File: config.mk
export PLATFORM = sky130hd
export DESIGN_NAME = warp_fetch_scheduler
export DESIGN_NICKNAME = d
export VERILOG_FILES = /design/src/rtl/warp_fetch_scheduler.sv
export SDC_FILE = /design/constraint.sdc
export NUM_CORES = 2
export LEC_CHECK = 0
export ABC_AREA = 1
export BUFFER_PORTS_ARGS = -buffer_cell sky130_fd_sc_hd__buf_4
export CAP_MARGIN = 20
export CORE_MARGIN = 5
export CORE_UTILIZATION = 40
export DETAILED_ROUTE_END_ITERATION = 7
export GPL_TIMING_DRIVEN = 0
export PLACE_DENSITY = 0.64
export SLEW_MARGIN = 0
export SYNTH_ARGS = -nofsm -noshare
export SYNTH_HDL_FRONTEND = slang
export SYNTH_SLANG_ARGS = --single-unit
File: constraint.sdc
create_clock -name clk_i -period 42.5 [get_ports clk_i]
set_clock_uncertainty 0.2 [all_clocks]
set_input_delay 2.125 -clock clk_i [delete_from_list [all_inputs] [get_ports clk_i]]
set_output_delay 2.125 -clock clk_i [all_outputs]
set_load 0.01 [all_outputs]
File: src/rtl/warp_fetch_scheduler.sv
// Per-warp fetch sequencer: tracks each warp from launch through fetch, decode
// feedback and drain, and round-robin picks the next warp to fetch.
module warp_fetch_scheduler #(
    parameter int NumWarps  = 8,
    parameter int PcWidth   = 32,
    parameter int WarpWidth = 32,
    parameter int WidWidth  = NumWarps > 1 ? $clog2(NumWarps) : 1
) (
    input  logic                 clk_i,
    input  logic                 rst_i,
    input  logic                 launch_valid_i,
    output logic                 launch_ready_o,
    input  logic [WidWidth-1:0]  launch_warp_id_i,
    input  logic [PcWidth-1:0]   launch_pc_i,
    input  logic [WarpWidth-1:0] launch_act_mask_i,
    input  logic [NumWarps-1:0]  ib_space_available_i,
    input  logic [NumWarps-1:0]  ib_all_instr_finished_i,
    output logic                 fe_valid_o,
    input  logic                 fe_ready_i,
    output logic [WidWidth-1:0]  fe_warp_id_o,
    output logic [PcWidth-1:0]   fe_pc_o,
    output logic [WarpWidth-1:0] fe_act_mask_o,
    input  logic                 dec_valid_i,
    input  logic [WidWidth-1:0]  dec_warp_id_i,
    input  logic [PcWidth-1:0]   dec_next_pc_i,
    input  logic [WarpWidth-1:0] dec_act_mask_i,
    input  logic                 dec_stop_i,
    output logic [NumWarps-1:0]  warp_done_o,
    output logic                 busy_o
);

    localparam logic [1:0] IDLE     = 2'd0;
    localparam logic [1:0] READY    = 2'd1;
    localparam logic [1:0] WAIT_DEC = 2'd2;
    localparam logic [1:0] DRAIN    = 2'd3;

    logic [1:0]           state    [NumWarps];
    logic [PcWidth-1:0]   pc       [NumWarps];
    logic [WarpWidth-1:0] act_mask [NumWarps];

    logic [WidWidth-1:0] rr_ptr;
    logic [WidWidth-1:0] lock_wid;
    logic [WidWidth-1:0] winner;
    logic [WidWidth-1:0] sel_wid;
    logic [WidWidth:0]   scan_idx;
    logic                lock;
    logic                any_eligible;
    logic                fe_fire;
    logic                launch_fire;
    logic [NumWarps-1:0] eligible;
    logic [NumWarps-1:0] not_idle;
    logic [NumWarps-1:0] done_q;

    always_comb begin
        eligible = '0;
        not_idle = '0;
        for (int w = 0; w < NumWarps; w++) begin
            eligible[w] = (state[w] == READY) && ib_space_available_i[w];
            not_idle[w] = (state[w] != IDLE);
        end
    end

    // NOTE: combinational scan uses blocking '=' so each iteration sees the
    // previous one's result; registers below use '<=' exclusively.
    always_comb begin
        winner       = '0;
        any_eligible = 1'b0;
        scan_idx     = '0;
        for (int i = 0; i < NumWarps; i++) begin
            scan_idx = {1'b0, rr_ptr} + (WidWidth+1)'(i);
            if (scan_idx >= (WidWidth+1)'(NumWarps))
                scan_idx = scan_idx - (WidWidth+1)'(NumWarps);
            if (!any_eligible && eligible[scan_idx[WidWidth-1:0]]) begin
                any_eligible = 1'b1;
                winner       = scan_idx[WidWidth-1:0];
            end
        end
    end

    // A locked request keeps presenting the same warp until the fetcher takes it.
    assign sel_wid        = lock ? lock_wid : winner;
    assign fe_valid_o     = lock | any_eligible;
    assign fe_warp_id_o   = sel_wid;
    assign fe_pc_o        = pc[sel_wid];
    assign fe_act_mask_o  = act_mask[sel_wid];
    assign fe_fire        = fe_valid_o & fe_ready_i;
    assign launch_ready_o = (int'(launch_warp_id_i) < NumWarps) &&
                            (state[launch_warp_id_i] == IDLE);
    assign launch_fire    = launch_valid_i & launch_ready_o;
    assign warp_done_o    = done_q;
    assign busy_o         = |not_idle;

    // NOTE: the per-warp pc/mask arrays are reset too, since a reset-idle
    // scheduler must present zero fetch data.
    always_ff @(posedge clk_i or posedge rst_i) begin
        if (rst_i) begin
            for (int w = 0; w < NumWarps; w++) begin
                state[w]    <= IDLE;
                pc[w]       <= '0;
                act_mask[w] <= '0;
            end
            done_q   <= '0;
            rr_ptr   <= '0;
            lock     <= 1'b0;
            lock_wid <= '0;
        end else begin
            for (int w = 0; w < NumWarps; w++) begin
                done_q[w] <= 1'b0;
                case (state[w])
                    IDLE: begin
                        if (launch_fire && launch_warp_id_i == WidWidth'(w)) begin
                            state[w]    <= READY;
                            pc[w]       <= launch_pc_i;
                            act_mask[w] <= launch_act_mask_i;
                        end
                    end
                    READY: begin
                        if (fe_fire && sel_wid == WidWidth'(w))
                            state[w] <= WAIT_DEC;
                    end
                    WAIT_DEC: begin
                        if (dec_valid_i && dec_warp_id_i == WidWidth'(w)) begin
                            if (dec_stop_i) begin
                                state[w] <= DRAIN;
                            end else begin
                                state[w]    <= READY;
                                pc[w]       <= dec_next_pc_i;
                                act_mask[w] <= dec_act_mask_i;
                            end
                        end
                    end
                    default: begin
                        if (ib_all_instr_finished_i[w]) begin
                            state[w]  <= IDLE;
                            done_q[w] <= 1'b1;
                        end
                    end
                endcase
            end

            if (fe_fire) begin
                lock   <= 1'b0;
                rr_ptr <= (int'(sel_wid) == NumWarps - 1) ? '0 : sel_wid + WidWidth'(1);
            end else if (fe_valid_o) begin
                lock     <= 1'b1;
                lock_wid <= sel_wid;
            end
        end
    end

`ifndef SYNTHESIS
    // Decode feedback is only meaningful for a warp waiting on it.
    a_dec_target_waiting: assert property (@(posedge clk_i) disable iff (rst_i)
        dec_valid_i |-> (state[dec_warp_id_i] == WAIT_DEC));
`endif

endmodule

# == Word-level counts from Yosys, hierarchy flattened ==
# Cells that the tools add are included.
# totals
regBits,543
in_bits,156
output_inout_bits,78
wordCells,407
# op_classes
n_addsub,16
order_cmp,18
n_eq_ne,70
n_mux,160
bitwise,6
reduce_logical,109
# ops
operator,count
$mux 32,38
$pmux 32 s2,16
$bmux 32 s3,2
$mux 2,35
$reduce_and 4->1,16
$mux 3,18
$ne 2x2->1 const B,24
$pmux 2 s3,8
$logic_and 1x1->1,39
$eq 3x3->1 const B,12
$ge 4x4->1 const B,9
$mux 1,34
$reduce_bool 2->1,17
$lt 3x4->1 const B,8
$reduce_bool 4->1,8
$bmux 1 s3,8
$reduce_or 3->1,8
$sub 3x1->3 const B,8
$eq 3x2->1 const B,6
$logic_not 2->1,9
$add 3x3->4 const B,4
$eq 2x1->1 const B,8
$eq 2x2->1 const B,8
$ne 2x1->1 const B,8
14 further kinds,28

# == Depth between registers and ports, before layout ==
# logic_depth
ltp_word,31
ltp_mapped,25
mapped_depth_nobuf,23

# == Worst setup path after synthesis ==
# OpenSTA, ideal clock, no wires.
# synth_path
path_kind,input to output
from,input port ib_space_available_i[2]
to,output port fe_act_mask_o[21]
arrival_ps,3971
setup_slack_ps,36204
stages,19
n_path_buf,2
cell_sequence,nand3_1 -> nand2_1 -> nand2_1 -> nand2_1 -> nand3_1 -> nand2_1 -> nor2_2 -> nand4_2 -> nor2_4 -> nand4_1 -> nand3_1 -> nand2_1 -> nand2_1 -> buf_4 -> buf_2 -> nor2_1 -> o21ai_1 -> nand2_1 -> nand2_1
# synth_between
elab_chain_len,30
word_cells_on_any_way,51
classes_between,35 x mux; 1 x bitwise; 15 x reduce/logical
# synth_rtl
element,line,text
from (decl),16,"input logic [NumWarps-1:0] ib_space_available_i,"
$logic_and 1x1->1 *,58,eligible[w] = (state[w] == READY) && ib_space_available_i[w];
$bmux 1 s3,73,if (!any_eligible && eligible[scan_idx[WidWidth-1:0]]) begin
$mux 1 (implied by the code),73,
$mux 1,73,
$logic_not 1->1,73,
$logic_and 1x1->1,73,
$mux 1,73,
$logic_not 1->1,73,
(+14 left out),-,
$logic_not 1->1,73,
$logic_and 1x1->1,73,
$mux 3 *,73,
$mux 3 *,81,assign sel_wid = lock ? lock_wid : winner;
via fe_warp_id_o[0],20,"output logic [WidWidth-1:0] fe_warp_id_o,"
$not 3->4 (implied by the code) *,85,assign fe_act_mask_o = act_mask[sel_wid];
$bmux 32 s3 *,85,
$mux 32 (implied by the code) * (2 in series),85,
to (decl),22,"output logic [WarpWidth-1:0] fe_act_mask_o,"
# Mark *: on every way through the listed nets, which the timed path passes. The rest lies on a longest branch. The select of a mux whose other input is x is not followed.

# == Worst setup path in the final report ==
# layout_path
from,input port ib_space_available_i[2]
to,output port fe_pc_o[19]
# layout_between
elab_chain_len,30
word_cells_on_any_way,51
classes_between,35 x mux; 1 x bitwise; 15 x reduce/logical
# layout_rtl
element,line,text
$logic_and 1x1->1 *,58,
$bmux 1 s3,73,
$mux 1 (implied by the code),73,
$mux 1,73,
$logic_not 1->1,73,
$logic_and 1x1->1,73,
$mux 1,73,
$logic_not 1->1,73,
(+13 left out),-,
$mux 1,73,
$logic_not 1->1,73,
$logic_and 1x1->1,73,
$mux 3 *,73,
$mux 3 *,81,
$not 3->4 (implied by the code) *,84,assign fe_pc_o = pc[sel_wid];
$bmux 32 s3 *,84,
$mux 32 (implied by the code) * (2 in series),84,
to (decl),21,"output logic [PcWidth-1:0] fe_pc_o,"
# Mark *: on every way between the ends. The rest lies on a longest branch, timed or not. The select of a mux whose other input is x is not followed.

==> impl_metrics.py <==
metrics = {
    "placement": {
        "detailed_place_hpwl_mm": 96.2,
        "globalplace.congestion": 0.931,
        "port_buffers": 220,
        "post_dp_cell_area_sq_um": 35000,
    },
    "drt": {
        "post_drt_via_cell_ratio": 5.71,
        "drt_drc_violations_left": 0,
        "routedWlPerCell_um": 23.2,
        "dr.pass1.iters": 7,
        "drt-initial-drc-count": 3949,
        "totalWireLength_mm": 134,
        "antenna_violating_nets_post_route": 0,
        "detailroute.via_count": 33111,
    },
    "hold_path": {
        "hold_path_startpoint": "pc[12]",
        "path_type_of_the_worst_min_delay_path": "flip-flop to flip-flop",
    },
    "cells_and_area": {
        "layout.filler_cells": 7960,
        "final-seq-area_sq_um": 13600,
        "stdcell_area_sq_um": 37400,
        "syn2layout_area_growth_pct": 17.5,
        "finalNetCount": 4852,
        "finalCoreUtilization_pct": 47.4,
        "multiInputGateArea_sq_um": 15300,
        "final_layout_size_suffix_gt1_share_pct": 11.2,
    },
    "clock_tree": {
        "cts_sinks": 543,
        "cts_made_buffers": 67,
        "cts-htree-levels": 3,
        "tritoncts_clock_tree": "built",
        "clk_latency_ns": 0.61,
        "post-cts-setup-buffers": 0,
        "post_cts_resize_count": 0,
        "clock_slew_seen_by_the_registers_of_the_worst_setup_and_hold_paths_ns": 0.06,
        "root_buffer": "sky130_fd_sc_hd__clkbuf_16",
        "ctsLongestPathBuffers": 3,
        "cts_hold_repair.buffers": 0,
    },
    "sta": {
        "final_hold_viol_count": 0,
        "slew_viol_final": 0,
        "timing.hold.ws_ns": 0.286,
        "tightest_slew_ns": 1.32,
        "period_share_pct": 18.5,
        "setup_viol": 0,
        "final_period_minus_worst_setup_slack_ns": 7.86,
        "rsz_0062_raised_after_global_routing": "no",
        "max_clock_freq_mhz": 127,
        "tns_ns": 0,
        "worst_slew_margin_rel_pct": 12.2,
    },
    "floorplanning": {
        "initial_core_util_pct": 40.3,
        "floorplan.io_pins": 234,
        "num_rows": 103,
        "fp.dieH_um": 292,
        "dieWidth_um": 292,
        "fp.coreArea_sq_um": 78900,
        "dieArea_sq_um": 85200,
    },
    "worst_setup_path": {
        "rr_startpoint": "rr_ptr[0]",
        "worstPathMaxFanout": 10,
        "cp_launch_type": "input pin",
        "critPathArrivalTime_ns": 5.54,
        "register_to_register_setup_slack_ns": 38.23,
        "criticalPathCategory": "input pin to primary output",
        "cp-startpoint": "ib_space_available_i[2]",
        "required_ns": 40.17,
        "critPathCaptureType": "primary output",
    },
    "synthesis": {
        "yosysSeqAreaShare_pct": 42.7,
        "netlist_area_sq_um": 31800,
        "ys_types": 40,
        "ys_seq_elements": 543,
        "synth_area_per_cell_sq_um": 7.24,
        "postSynth.asyncResetShare_pct": 100,
        "synth_enable_flop_cells": 0,
        "synth_flop_cell": "sky130_fd_sc_hd__dfrtp_1",
        "number_of_warnings_issued_by_yosys": 0,
        "synth_cells": 4395,
        "synth_nets": 4554,
    },
    "run_status": {
        "outcome": "finished, final reports clean",
    },
    "global_route": {
        "via_count_of_the_first_global_routing_pass": 31721,
        "first_pass_grt_wire_length_mm": 202,
        "grt.total_usage_pct": 30.5,
        "grt_antenna_before_repair": 8,
        "gr-total-overflow": 0,
        "pin_count_of_the_biggest_net_entering_global_routing": 120,
    },
    "flow_run": {
        "max_cap_violations": 0,
    },
}
## worst paths after layout
kind	end	cells past startpoint
worst min register to register	pc[12]	1
max in group asynchronous	pc[11]	5
worst max register to register	state[11]	21
worst max-delay path	fe_pc_o[19]	21
min in group asynchronous	act_mask[133]	2
worst min-delay path	pc[12]	1
## registers in the layout, indices dropped and copies added (netlist names)
name and count:
pc 256, lock 1, state 16, act_mask 256, warp_done_o 8, lock_wid 3, rr_ptr 3
## worst max-delay path, cell delays in order
cell and delay [ns]:
sky130_fd_sc_hd__buf_4 0.11, sky130_fd_sc_hd__nand3_1 0.13, sky130_fd_sc_hd__nand2_1 0.10, sky130_fd_sc_hd__nand2_1 0.09, sky130_fd_sc_hd__nand2_1 0.06, sky130_fd_sc_hd__nand3_1 0.11
sky130_fd_sc_hd__nand2_1 0.12, sky130_fd_sc_hd__nor2_2 0.16, sky130_fd_sc_hd__nand4_2 0.12, sky130_fd_sc_hd__nor2_4 0.17, sky130_fd_sc_hd__nand3_1 0.10, sky130_fd_sc_hd__nand2_1 0.09
sky130_fd_sc_hd__nand2_1 0.05, sky130_fd_sc_hd__nand2_1 0.10, sky130_fd_sc_hd__nand2_2 0.22, sky130_fd_sc_hd__inv_1 0.20, sky130_fd_sc_hd__buf_2 0.48, sky130_fd_sc_hd__buf_2 0.50
sky130_fd_sc_hd__nand2_1 0.10, sky130_fd_sc_hd__nand2_1 0.23, sky130_fd_sc_hd__buf_4 0.18
## cells in the final DEF, fill, tap and decap left out, types with 6 or more instances in the layout
cell type                   synthesis  final
sky130_fd_sc_hd__nor2_1           260    260
sky130_fd_sc_hd__dfrtp_1          543    543
sky130_fd_sc_hd__clkbuf_16          0     73
sky130_fd_sc_hd__o211ai_1         331    331
sky130_fd_sc_hd__clkinv_2           0      8
sky130_fd_sc_hd__clkbuf_1         160    170
sky130_fd_sc_hd__nand4_1           11     11
sky130_fd_sc_hd__o21a_1           259    259
sky130_fd_sc_hd__buf_16             0      6
sky130_fd_sc_hd__clkbuf_8           0     19
sky130_fd_sc_hd__nand3_1           66     66
sky130_fd_sc_hd__buf_1              8      8
sky130_fd_sc_hd__buf_4             25    245
sky130_fd_sc_hd__inv_1            364    363
sky130_fd_sc_hd__bufinv_16          0      6
sky130_fd_sc_hd__nand2_1         1443   1443
sky130_fd_sc_hd__buf_2            138    138
sky130_fd_sc_hd__o21ai_1          131    131
sky130_fd_sc_hd__and3_1             8      8
sky130_fd_sc_hd__o21ai_0          596    596
sky130_fd_sc_hd__nor3_1             8      8
## routing by layer
| layer | routed length [um] | track usage, % | share of wire, % | vias up |
|---|---|---|---|---|
| li1 | - | - | - | 15032 |
| met1 | 54200 | 40.9 | 40 | 15901 |
| met2 | 58600 | 46.3 | 44 | 1807 |
| met3 | 14100 | 7.39 | 10 | 367 |
| met4 | 7470 | 15.3 | 5.6 | 4 |
| met5 | 23 | 0 | 0.017 | - |
## area by class of cell
cell class | instances | area share, %
Clock inverter | 17 | 0.650
Buffer | 338 | 4.22
Inverter | 369 | 3.73
Tap cell | 1050 | 3.52
Antenna cell | 4 | 0.0268
Sequential cell | 543 | 36.4
Timing Repair Buffer | 229 | 4.98
Clock buffer | 102 | 5.69
Multi-Input combinational cell | 3145 | 40.8
## synthesized netlist by cell type (all sizes together) (2+ instances only)
library cell	number	area, sq um
and3	8	50.1
o21bai	3	26.3
o22ai	2	12.5
inv	369	1390
o21ai	728	3650
nor2	265	1020
ha	3	37.5
xor2	2	36.3
o21a	259	1940
nand4	12	81.3
nand3	67	340
nand2	1447	5450
buf	176	965
o211ai	331	2480
or2	4	25.0
dfrtp	543	13600
clkbuf	162	611
nor3	8	40.0
## logic make-up (layout without fill, tap and decap cells)
group / count (synthesis) / count (layout) / share of synthesized area, %
AND/OR/NAND/NOR: 1812 / 1812 / 22.0
AO/OA/AOI/OAI: 1327 / 1327 / 25.6
buffers and inverters: 707 / 1055 / 9.31
flip-flops: 543 / 543 / 42.7
adder cells (fa/ha/maj): 3 / 3 / 0.118
XOR/XNOR: 3 / 3 / 0.201
other: 0 / 4 / 0
## stage by stage
stage / worst slack [ns] / instances
3_3_place_gp: 17.38 / 5665
4_1_cts: 34.76 / 5792
5_1_grt: 34.42 / 5795
2_1_floorplan: 25.00 / 4395
3_5_place_dp: 34.77 / 5673
6_report: 34.64 / 5797
Power is not shown: default switching activity piles up to over one toggle a cycle in this logic, so the estimate is an artifact.
